**src/rtl/greyscale_pipe.sv**
```systemverilog
// RGB -> grey converter: weighted sum (or channel max) through a fixed 3-stage pipeline, with per-frame pixel count.
// Optional binarisation output enabled by defining GREYSCALE_PIPE_THRESHOLD_EN.
module greyscale_pipe #(
   parameter int NUM_ROWS     = 32,
   parameter int NUM_COLS     = 32,
   parameter int NUM_BITS_RGB = 12,
   parameter int OUTPUT_WIDTH = 16,
   parameter int COEF_BITS    = 10,
   parameter int PIPE_LATENCY = 3
) (
   input  logic                                     iclk,
   input  logic                                     irst,
   input  logic [NUM_BITS_RGB-1:0]                  ired_input,
   input  logic [NUM_BITS_RGB-1:0]                  igreen_input,
   input  logic [NUM_BITS_RGB-1:0]                  iblue_input,
   input  logic [$clog2(NUM_ROWS)-1:0]              ix_pos,
   input  logic [$clog2(NUM_COLS)-1:0]              iy_pos,
   input  logic                                     if_val,
   input  logic                                     id_val,
   input  logic [1:0]                               imode,
   input  logic [NUM_BITS_RGB-1:0]                  ithresh,
   output logic [NUM_BITS_RGB-1:0]                  ogrey,
   output logic                                     oGVAL,
   output logic [$clog2(NUM_ROWS)-1:0]              ox_pos,
   output logic [$clog2(NUM_COLS)-1:0]              oy_pos,
   output logic [OUTPUT_WIDTH-1:0]                  odata_out1,
   output logic [OUTPUT_WIDTH-1:0]                  odata_out2,
   output logic                                     obin,
   output logic                                     oframe_done,
   output logic [$clog2(NUM_ROWS*NUM_COLS+1)-1:0]   opix_count
);

   localparam int NB  = NUM_BITS_RGB;
   localparam int XW  = $clog2(NUM_ROWS);
   localparam int YW  = $clog2(NUM_COLS);
   localparam int CW  = $clog2(NUM_ROWS*NUM_COLS+1);
   localparam int W   = NUM_BITS_RGB + COEF_BITS + 2;
   localparam int WTW = COEF_BITS + 1;
   localparam int PW  = 15;
   localparam logic [W-1:0]    ROUND    = W'(1) << (COEF_BITS-1);
   localparam logic [NB+1:0]   GREY_MAX = (NB+2)'((1 << NB) - 1);
   localparam logic [CW-1:0]   MAX_PIX  = CW'(NUM_ROWS*NUM_COLS);

   logic                r_fval_d;
   logic [1:0]          r_mode;
   logic [PIPE_LATENCY-2:0] r_fall;
   logic                w_rise;
   logic                w_fall;
   logic                w_acc;
   logic [1:0]          w_mode;

   logic [WTW-1:0]      w_wr, w_wg, w_wb;
   logic [NB-1:0]       w_max;
   logic [W-1:0]        w_pr, w_pg, w_pb;

   logic                r_v1, r_v2;
   logic [W-1:0]        r_pr, r_pg, r_pb;
   logic [W-1:0]        r_sum;
   logic [XW-1:0]       r_x1, r_x2;
   logic [YW-1:0]       r_y1, r_y2;

   logic [NB+1:0]       w_q;
   logic [NB-1:0]       w_grey;
   logic [PW-1:0]       w_p1, w_p2;
   logic [CW-1:0]       r_cnt;
   logic [CW-1:0]       w_cnt_next;
   logic                w_unused_sum;

   assign w_rise = if_val & ~r_fval_d;
   assign w_fall = ~if_val & r_fval_d;
   assign w_acc  = if_val & id_val;
   // The first pixel of a frame already uses the mode sampled on the rising edge.
   assign w_mode = w_rise ? imode : r_mode;

   always_comb begin
      w_wr = '0;
      w_wg = '0;
      w_wb = '0;
      case (w_mode)
         2'd0: begin
            w_wr = WTW'(306);
            w_wg = WTW'(601);
            w_wb = WTW'(117);
         end
         2'd1: begin
            w_wr = WTW'(341);
            w_wg = WTW'(341);
            w_wb = WTW'(342);
         end
         2'd2: w_wg = WTW'(1) << COEF_BITS;
         default: ;
      endcase
   end

   always_comb begin
      w_max = ired_input;
      if (igreen_input > w_max) w_max = igreen_input;
      if (iblue_input > w_max)  w_max = iblue_input;
   end

   // Max mode rides the same adder tree pre-scaled, so latency stays identical.
   assign w_pr = (w_mode == 2'd3) ? (W'(w_max) << COEF_BITS) : W'(ired_input) * W'(w_wr);
   assign w_pg = (w_mode == 2'd3) ? '0 : W'(igreen_input) * W'(w_wg);
   assign w_pb = (w_mode == 2'd3) ? '0 : W'(iblue_input) * W'(w_wb);

   assign w_q    = r_sum[W-1:COEF_BITS];
   assign w_grey = (w_q > GREY_MAX) ? GREY_MAX[NB-1:0] : w_q[NB-1:0];
   assign w_p1   = {w_grey[NB-1 -: 5], w_grey[NB-1 -: 10]};
   assign w_p2   = {w_grey[NB-6 -: 5], w_grey[NB-1 -: 10]};
   assign w_unused_sum = ^r_sum[COEF_BITS-1:0];

   assign w_cnt_next = (oGVAL && (r_cnt < MAX_PIX)) ? r_cnt + CW'(1) : r_cnt;

   always_ff @(posedge iclk) begin
      if (irst) begin
         r_fval_d <= 1'b0;
         r_mode   <= 2'd0;
         r_fall   <= '0;
      end else begin
         r_fval_d <= if_val;
         r_mode   <= w_mode;
         r_fall   <= (r_fall << 1) | (PIPE_LATENCY-1)'(w_fall);
      end
   end

   always_ff @(posedge iclk) begin
      if (irst) begin
         r_v1  <= 1'b0;
         r_pr  <= '0;
         r_pg  <= '0;
         r_pb  <= '0;
         r_x1  <= '0;
         r_y1  <= '0;
         r_v2  <= 1'b0;
         r_sum <= '0;
         r_x2  <= '0;
         r_y2  <= '0;
      end else begin
         r_v1  <= w_acc;
         r_pr  <= w_pr;
         r_pg  <= w_pg;
         r_pb  <= w_pb;
         r_x1  <= ix_pos;
         r_y1  <= iy_pos;
         r_v2  <= r_v1;
         r_sum <= r_pr + r_pg + r_pb + ROUND;
         r_x2  <= r_x1;
         r_y2  <= r_y1;
      end
   end

   always_ff @(posedge iclk) begin
      if (irst) begin
         oGVAL      <= 1'b0;
         ogrey      <= '0;
         odata_out1 <= '0;
         odata_out2 <= '0;
         ox_pos     <= '0;
         oy_pos     <= '0;
      end else begin
         oGVAL <= r_v2;
         if (r_v2) begin
            ogrey      <= w_grey;
            // Packed words are sign-extended from their 15-bit payload.
            odata_out1 <= {{(OUTPUT_WIDTH-PW){w_p1[PW-1]}}, w_p1};
            odata_out2 <= {{(OUTPUT_WIDTH-PW){w_p2[PW-1]}}, w_p2};
            ox_pos     <= r_x2;
            oy_pos     <= r_y2;
         end
      end
   end

   // Frame-end event is delayed so the last pixel's oGVAL is included in the load.
   always_ff @(posedge iclk) begin
      if (irst) begin
         r_cnt       <= '0;
         opix_count  <= '0;
         oframe_done <= 1'b0;
      end else begin
         oframe_done <= r_fall[PIPE_LATENCY-2];
         if (r_fall[PIPE_LATENCY-2]) begin
            opix_count <= w_cnt_next;
            r_cnt      <= '0;
         end else begin
            r_cnt <= w_cnt_next;
         end
      end
   end

`ifdef GREYSCALE_PIPE_THRESHOLD_EN
   logic r_bin;

   always_ff @(posedge iclk) begin
      if (irst)      r_bin <= 1'b0;
      else if (r_v2) r_bin <= (w_grey >= ithresh);
   end

   assign obin = r_bin;
`else
   logic w_unused_thresh;

   assign w_unused_thresh = ^ithresh;
   assign obin = 1'b0;
`endif

endmodule

```
**config.mk**
```make
export PLATFORM = sky130hd
export DESIGN_NAME = greyscale_pipe
export DESIGN_NICKNAME = d
export VERILOG_FILES = /design/src/rtl/greyscale_pipe.sv
export SDC_FILE = /design/constraint.sdc
export NUM_CORES = 1
export LEC_CHECK = 0
export BUFFER_PORTS_ARGS = -buffer_cell sky130_fd_sc_hd__buf_2
export CORE_UTILIZATION = 57
export CTS_BUF_LIST = sky130_fd_sc_hd__clkbuf_8
export DETAILED_ROUTE_END_ITERATION = 10
export HOLD_SLACK_MARGIN = 0.1
export PLACE_DENSITY = 0.79
export SKIP_LAST_GASP = 1
export SYNTH_ARGS = -nofsm -noshare
export SYNTH_HDL_FRONTEND = slang
export SYNTH_SLANG_ARGS = --single-unit
```
**constraint.sdc**
```tcl
create_clock -name iclk -period 7.4 [get_ports iclk]
set_input_delay 1.85 -clock iclk [delete_from_list [all_inputs] [get_ports iclk]]
set_output_delay 1.85 -clock iclk [all_outputs]
set_load 0.005 [all_outputs]
```
==> results.py, run 1 <==
metrics = {
    "hold_path": {
        "hp-class": "reg -> reg",
    },
    "clocking": {
        "cts_root_buf": "clkbuf_8",
        "cts_tree": "yes",
        "post_cts_buffers": 0,
        "ctsHoldBuffers": 0,
        "worstSkewPairLatency_ns": 0.47,
        "cts_buffer_depth": 2,
        "ctsResizeCount": 0,
        "clkTransAtPathRegs_ns": 0.09,
        "numClockSinks": 154,
        "cts_inserted_buffers": 17,
        "htreeDepth": 4,
    },
    "place": {
        "dp_worst_setup_slack_ns": -0.154,
        "place.gp.congestion": 0.952,
        "hpwl_mm": 30.9,
        "io_buffers": 118,
        "placed_cells": 2230,
    },
    "synthesis": {
        "netlist_area_um2": 15800,
        "synthMuxAreaShare_pct": 2.31,
        "yosys_register_bits": 154,
        "synth_compound_area_share_pct": 8.80,
        "syn_area_per_cell_um2": 9.13,
        "synth_edf_count": 0,
        "syn_nets": 2223,
        "postSynthCellCount": 1727,
        "postSynth.asyncResetShare_pct": 0,
        "synth_top_family_by_area": "adder cells",
        "synthFlopType": "dfxtp_1",
        "synthSimpleGateAreaFrac_pct": 12.9,
        "ys_types": 69,
        "synth-adder-area-share_pct": 42.4,
        "synth-xor-area-share_pct": 2.89,
        "ys.warnings.count": 0,
        "ys_seq_area_share_pct": 19.6,
    },
    "timing": {
        "grt_setup_unrepaired": "false",
        "post-route-min-period_ns": 7.17,
        "slew_violations": 0,
        "hold_violations": 0,
        "setup_violations": 0,
        "finalClockSkew_ns": 0.0197,
        "slew_headroom_pct": 28.7,
        "fin_crit_sh_pct": 96.9,
        "setup_slack_ns": 0.227,
        "max_freq_ghz": 0.139,
        "worstMarginPinSlew_ns": 1.07,
    },
    "worst_setup_path": {
        "critPathMaxStageDelay_ns": 0.55,
        "cp_cell_sequence": "buf_2 > nand2b_1 > buf_12 > mux2_2 > nor2_1 > nand2_1 > fa_1 > fa_1 > inv_1 > fa_1 > fa_1 > inv_1 > fa_1 > inv_1 > ha_1 > nor3_1 > a21bo_2 > a311o_1 > nand3_1 > a31oi_1 > o21a_1 > nor3_2",
        "end_kind": "flip-flop",
        "worstPathRequired_ns": 7.78,
        "cp-start-kind": "primary input",
        "slowest_stage": "fa_1",
        "arrival_ns": 7.55,
        "crit_path_frequent_cell": "fa_1",
        "critical_path_buf_inv_count": 5,
        "critPathKind": "in -> reg",
        "cp_max_fo": 5,
        "critPathTopFamily": "adder cells",
    },
    "finish": {
        "layout.cells.non_filler": 2262,
        "syn_to_final_growth_pct": 12.3,
        "drive_above_1_share_pct": 15.5,
        "final_nets": 2404,
        "num-fill-cells": 2128,
        "num_antenna_cells": 0,
    },
    "global_routing": {
        "grt_use_met3_pct": 4.58,
        "grt_busiest_layer": "met2",
        "grt_pass1_wl_mm": 59.5,
        "antenna_found_initial": 0,
        "grt.met1_usage_pct": 33.7,
        "grt_use_met2_pct": 45.8,
        "grtUsageTotal_pct": 26.9,
        "gr-total-overflow": 0,
        "grt_pass1_vias": 12400,
        "grt_max_degree": 77,
    },
    "pwr": {
        "cell_internal_pwr_mw": 3.20,
        "vdd_drop_max_mv": 0.246,
        "comb_power_share_pct": 71.2,
        "pwr-share-clk_pct": 10.8,
        "power_frac_seq_pct": 18.0,
        "switching_power_mw": 2.80,
        "p_leak_nw": 9.99,
        "p_per_area_nw_per_um2": 339,
        "p_sw_share_pct": 46.7,
    },
    "run_status": {
        "status": "finished, final reports clean",
    },
    "route": {
        "first_iter_violations": 738,
        "ant_nets": 0,
        "via_per_inst": 5.38,
        "avgRoutedWirePerCell_um": 16.0,
        "vias": 12200,
        "drt_first_pass_iters": 5,
        "drc": 0,
        "wirelength_mm": 36.1,
    },
    "floorplanning": {
        "row_count": 60,
        "die_h_um": 168,
        "chipWidth_um": 168,
        "die-area_um2": 28300,
        "initial_core_util_pct": 58.3,
        "io_pins": 132,
        "coreArea_um2": 27000,
    },
    "job": {
        "drv_cap": 0,
    },
}
[cell usage in the layout, fill, tap and decap left out, drive strengths merged, types with 8 or more instances in the layout]
cell type,instances
a211oi,14
a21o,34
a21oi,39
a31oi,10
and2,28
and3,13
buf,234
clkbuf,17
dfxtp,154
fa,171
ha,261
inv,365
mux2i,33
nand2,91
nand2b,10
nand3,18
nand4,13
nor2,174
nor2b,29
nor3,36
o21a,17
o21ai,26
o21bai,8
or3,8
xnor2,31
xor2,21
[power by group through the flow]
stage / clock network (mW) / logic, mW / registers (mW)
after floorplan: 0 / 2.96 / 1.06
after global placement: 0 / 4.02 / 1.10
after detailed placement: 0 / 4.18 / 1.10
after CTS: 0.657 / 4.24 / 1.08
after global routing: 0.696 / 4.81 / 1.10
final: 0.646 / 4.27 / 1.08
[layer usage]
metal / vias up / part of all wire (%)
met1: 5803 / 42
li1: 5855 / -
met2: 422 / 47
met4: 0 / 3.7
met3: 80 / 6.6
met5: - / 0
[worst paths after layout]
kind | from | endpoint | slack, ns | cells after the start
setup / recovery | if_val | r_pg[20] | 0.23 | 22
hold reg to reg | r_v1 | r_v2 | 0.44 | 1
setup reg to reg | r_fval_d | r_pg[20] | 1.37 | 21
hold / removal | r_v1 | r_v2 | 0.44 | 1
[area by class of cell]
| cell class | instances | area [um2] | area share [%] |
|---|---|---|---|
| Sequential cell | 154 | 3080 | 17.4 |
| Multi-Input combinational cell | 1147 | 11000 | 62.0 |
| Tap cell | 341 | 427 | 2.41 |
| Timing Repair Buffer | 234 | 1490 | 8.42 |
| Inverter | 354 | 1330 | 7.50 |
| Clock buffer | 17 | 234 | 1.32 |
| Clock inverter | 15 | 174 | 0.982 |
[stage by stage]
step                      cell area [um2]  power, mW  hold slack, ns  util, %  TNS [ns]
after floorplan                     15800       4.03           0.414        -         0
after global placement              17300       5.12           0.416     64.0   -0.0656
after detailed placement            17300       5.28           0.424     64.0    -0.602
after CTS                           17700       5.98           0.447     65.5         0
after global routing                17700       6.60           0.458     65.5         0
final                               17700       6.00           0.441     65.5         0
[kinds of logic (layout without fill, tap and decap cells)]
family | count (synthesis) | after routing
AO/OA/AOI/OAI | 188 | 188
XOR/XNOR | 52 | 52
adder cells (fa/ha/maj) | 432 | 432
buffers and inverters | 426 | 620
flip-flops | 154 | 154
multiplexers | 36 | 36
other | 1 | 1
AND/OR/NAND/NOR | 438 | 438
[Yosys cell counts, types with 27 or more instances]
master    instances  area, um2
nor3_1           35        175
inv_1           354       1330
a21o_1           34        255
fa_1            171       3420
ha_1            261       3270
nor2b_1          29        181
mux2i_1          33        330
nand2_1          90        338
clkbuf_1         27        101
xnor2_1          31        272
a21oi_1          35        175
and2_1           28        175
nor2_1          174        653
buf_4            34        255
dfxtp_1         154       3080
[flip-flops by register name, summed over array words and instances (netlist names), 2 cells and up]
| register | flops |
|---|---|
| r_fall | 2 |
| r_mode | 2 |
| r_pb | 22 |
| r_pr | 22 |
| r_y1 | 5 |
| r_x2 | 5 |
| opix_count | 11 |
| ox_pos | 5 |
| r_y2 | 5 |
| r_pg | 23 |
| r_cnt | 11 |
| ogrey | 11 |
| r_x1 | 5 |
| r_sum | 14 |
| oy_pos | 5 |
Note: power is estimated with default switching activity, not from simulation.
==> inputs of run 2 (changes only) <==
--- a/config.mk
+++ b/config.mk
@@ -5,8 +5,9 @@
 export SDC_FILE = /design/constraint.sdc
 export NUM_CORES = 1
 export LEC_CHECK = 0
+export ABC_AREA = 1
 export BUFFER_PORTS_ARGS = -buffer_cell sky130_fd_sc_hd__buf_2
-export CORE_UTILIZATION = 57
+export CORE_UTILIZATION = 58
 export CTS_BUF_LIST = sky130_fd_sc_hd__clkbuf_8
 export DETAILED_ROUTE_END_ITERATION = 10
 export HOLD_SLACK_MARGIN = 0.1
@@ -15,3 +16,4 @@
 export SYNTH_ARGS = -nofsm -noshare
 export SYNTH_HDL_FRONTEND = slang
 export SYNTH_SLANG_ARGS = --single-unit
+export TNS_END_PERCENT = 30
==> results.py, run 2 <==
metrics = {
    "synthesis": {
        "synth_edf_count": 0,
        "synth_top_cell_area_share_pct": 20.1,
        "synthFlopType": "dfxtp_1",
        "postSynthCellCount": 2245,
        "ys_seq_area_share_pct": 18.1,
        "syn_area_per_cell_um2": 7.57,
        "synthTopCellsByArea": "fa_1 20%, ha_1 19%, dfxtp_1 18%",
        "ys_top_cells_by_count": "500 x inv_1, 352 x nand2_1, 302 x nor2_1",
        "postSynth.asyncResetShare_pct": 0,
        "yosys_register_bits": 154,
        "netlist_area_um2": 17000,
        "syn_nets": 2741,
        "yosys.area.top_type": "fa_1",
        "synth.most_common_cell": "inv_1",
        "ys_types": 40,
        "ys.warnings.count": 0,
    },
    "worst_setup_path": {
        "crit_path_frequent_cell": "nand2_1",
        "critical_path_buf_inv_count": 6,
        "cp_max_fo": 11,
        "slowest_stage": "fa_1",
        "end_kind": "flip-flop",
        "worstPathRequired_ns": 7.74,
        "critPathMaxStageDelay_ns": 0.55,
        "arrival_ns": 7.14,
        "cp-start-kind": "primary input",
        "critPathTopFamily": "adder cells",
        "critPathKind": "in -> reg",
    },
    "global_routing": {
        "grtUsageTotal_pct": 28.6,
        "gr-total-overflow": 0,
        "grt_pass1_wl_mm": 68.7,
        "grt_pass1_vias": 14200,
        "grt_max_degree": 53,
        "antenna_found_initial": 0,
    },
    "floorplanning": {
        "chipWidth_um": 173,
        "die_h_um": 173,
        "io_pins": 132,
        "die-area_um2": 30000,
        "initial_core_util_pct": 59.1,
        "coreArea_um2": 28800,
        "row_count": 62,
    },
    "finish": {
        "layout_common_cells": "501 x inv_1, 352 x nand2_1, 302 x nor2_1",
        "final_area_um2": 18200,
        "layout.cells.non_filler": 2732,
        "num-fill-cells": 2581,
        "top_register": "r_pg",
        "drive_above_1_share_pct": 8.43,
        "syn_to_final_growth_pct": 7.00,
        "final_common_cell": "inv_1",
        "top_regs": "r_pg: 23 flops, r_pb: 22 flops, r_pr: 22 flops",
        "largest_reg_flops": 23,
        "num_antenna_cells": 0,
        "final_nets": 2831,
    },
    "clocking": {
        "cts_root_buf": "clkbuf_8",
        "cts_buffer_depth": 2,
        "post_cts_buffers": 0,
        "numClockSinks": 154,
        "htreeDepth": 4,
        "ctsHoldBuffers": 0,
        "ctsResizeCount": 0,
        "worstSkewPairLatency_ns": 0.45,
        "clkTransAtPathRegs_ns": 0.08,
        "cts_inserted_buffers": 17,
        "cts_tree": "yes",
    },
    "timing": {
        "fin_crit_sh_pct": 91.9,
        "setup_violations": 0,
        "max_freq_ghz": 0.147,
        "slew_headroom_pct": 43.8,
        "finalSetupTns_ns": 0,
        "setup_slack_ns": 0.601,
        "grt_setup_unrepaired": "false",
        "post-route-min-period_ns": 6.80,
        "finalClockSkew_ns": 0.0184,
        "hold_violations": 0,
        "worstMarginPinSlew_ns": 0.840,
        "slew_violations": 0,
    },
    "route": {
        "via_per_inst": 5.22,
        "drt_first_pass_iters": 5,
        "ant_nets": 0,
        "drc": 0,
        "vias": 14300,
        "avgRoutedWirePerCell_um": 15.1,
        "first_iter_violations": 889,
        "wirelength_mm": 41.3,
    },
    "run_status": {
        "status": "finished, final reports clean",
    },
    "place": {
        "dp_worst_setup_slack_ns": 0.234,
        "hpwl_mm": 35.8,
        "io_buffers": 118,
        "place.gp.congestion": 0.941,
        "placed_cells": 2700,
        "dpl_cell_area_um2": 17800,
    },
    "pwr": {
        "p_per_area_nw_per_um2": 334,
        "vdd_drop_max_mv": 0.163,
        "p_leak_nw": 10.5,
    },
    "hold_path": {
        "hp-class": "reg -> reg",
    },
    "job": {
        "drv_cap": 0,
    },
}
[run 2: cell count changes after synthesis, sizes merged, moves of 29 or more]
cell,change
a21oi,+85
nand2,+265
inv,+154
nor2,+137
nor2b,-29
o21ai,+33
nand3,+94
mux2i,-32
[run 2: path summary, 6_finish.rpt]
check	endpoint	slack, ns	startpoint	cells past startpoint
max	r_pg[16]	0.60	if_val	25
min	r_x2[0]	0.41	r_x1[0]	2
max reg2reg	r_pg[16]	1.76	r_fval_d	25
min reg2reg	r_x2[0]	0.41	r_x1[0]	2
[run 2: logic make-up after synthesis]
family,count (synthesis),share of synthesized area [%]
simple gates,835,20.4
buf+inv,582,13.9
fa+ha+maj,432,39.4
compound gates,220,7.08
flops,154,18.1
xor+xnor,20,1.03
other cells,1,0.0221
mux,1,0.0589
[run 2: worst register-to-register path, stage by stage (launching register included)]
cell      delay, ns
dfxtp_1        0.31
inv_1          0.09
nand2_2        0.09
nand2_1        0.06
nand2_1        0.16
buf_4          0.24
nor2_1         0.44
inv_1          0.17
nor2_1         0.22
fa_1           0.45
ha_1           0.34
fa_1           0.48
fa_1           0.55
inv_1          0.06
fa_1           0.53
inv_1          0.04
ha_1           0.34
inv_1          0.07
o21bai_1       0.23
nor2_1         0.08
nand2_1        0.14
nand2_1        0.11
o21bai_1       0.18
nand2_1        0.07
nand2_1        0.06
nor2_1         0.04
[run 2: final cells by class]
class	instances	area [um2]	share of cell area [%]
tap	384	480	2.64
sequential	154	3080	17.0
timing repair buffer	140	756	4.16
inverter	513	1930	10.6
clock inverter	14	138	0.757
clock buffer	18	248	1.36
multi-input combinational	1509	11600	63.5
[run 2: power by group]
| part | internal, mW | switching (mW) | leakage (nW) | total, mW |
|---|---|---|---|---|
| Sequential | 0.988 | 0.108 | 1.27 | 1.10 |
| Clock | 0.284 | 0.338 | 0.196 | 0.622 |
| Combinational | 1.57 | 2.78 | 9.03 | 4.35 |
| Total | 2.84 | 3.22 | 10.5 | 6.07 |
[run 2: metal layers]
metal  up-vias  share of wire (%)  global-route usage [%]
met1      6684                 44                    37.2
met2       481                 48                    49.9
met5         -                  0                       0
met4         0                2.3                    8.55
li1       7026                  -                       -
met3        66                5.6                    3.28
[run 2: stage by stage]
| step | hold slack [ns] | util, % | power [mW] |
|---|---|---|---|
| floorplan | 0.388 | - | 4.32 |
| global placement | 0.391 | 61.9 | 5.28 |
| detailed placement | 0.396 | 61.9 | 5.39 |
| CTS | 0.419 | 63.2 | 6.05 |
| global route | 0.423 | 63.2 | 6.77 |
| finish | 0.414 | 63.2 | 6.07 |
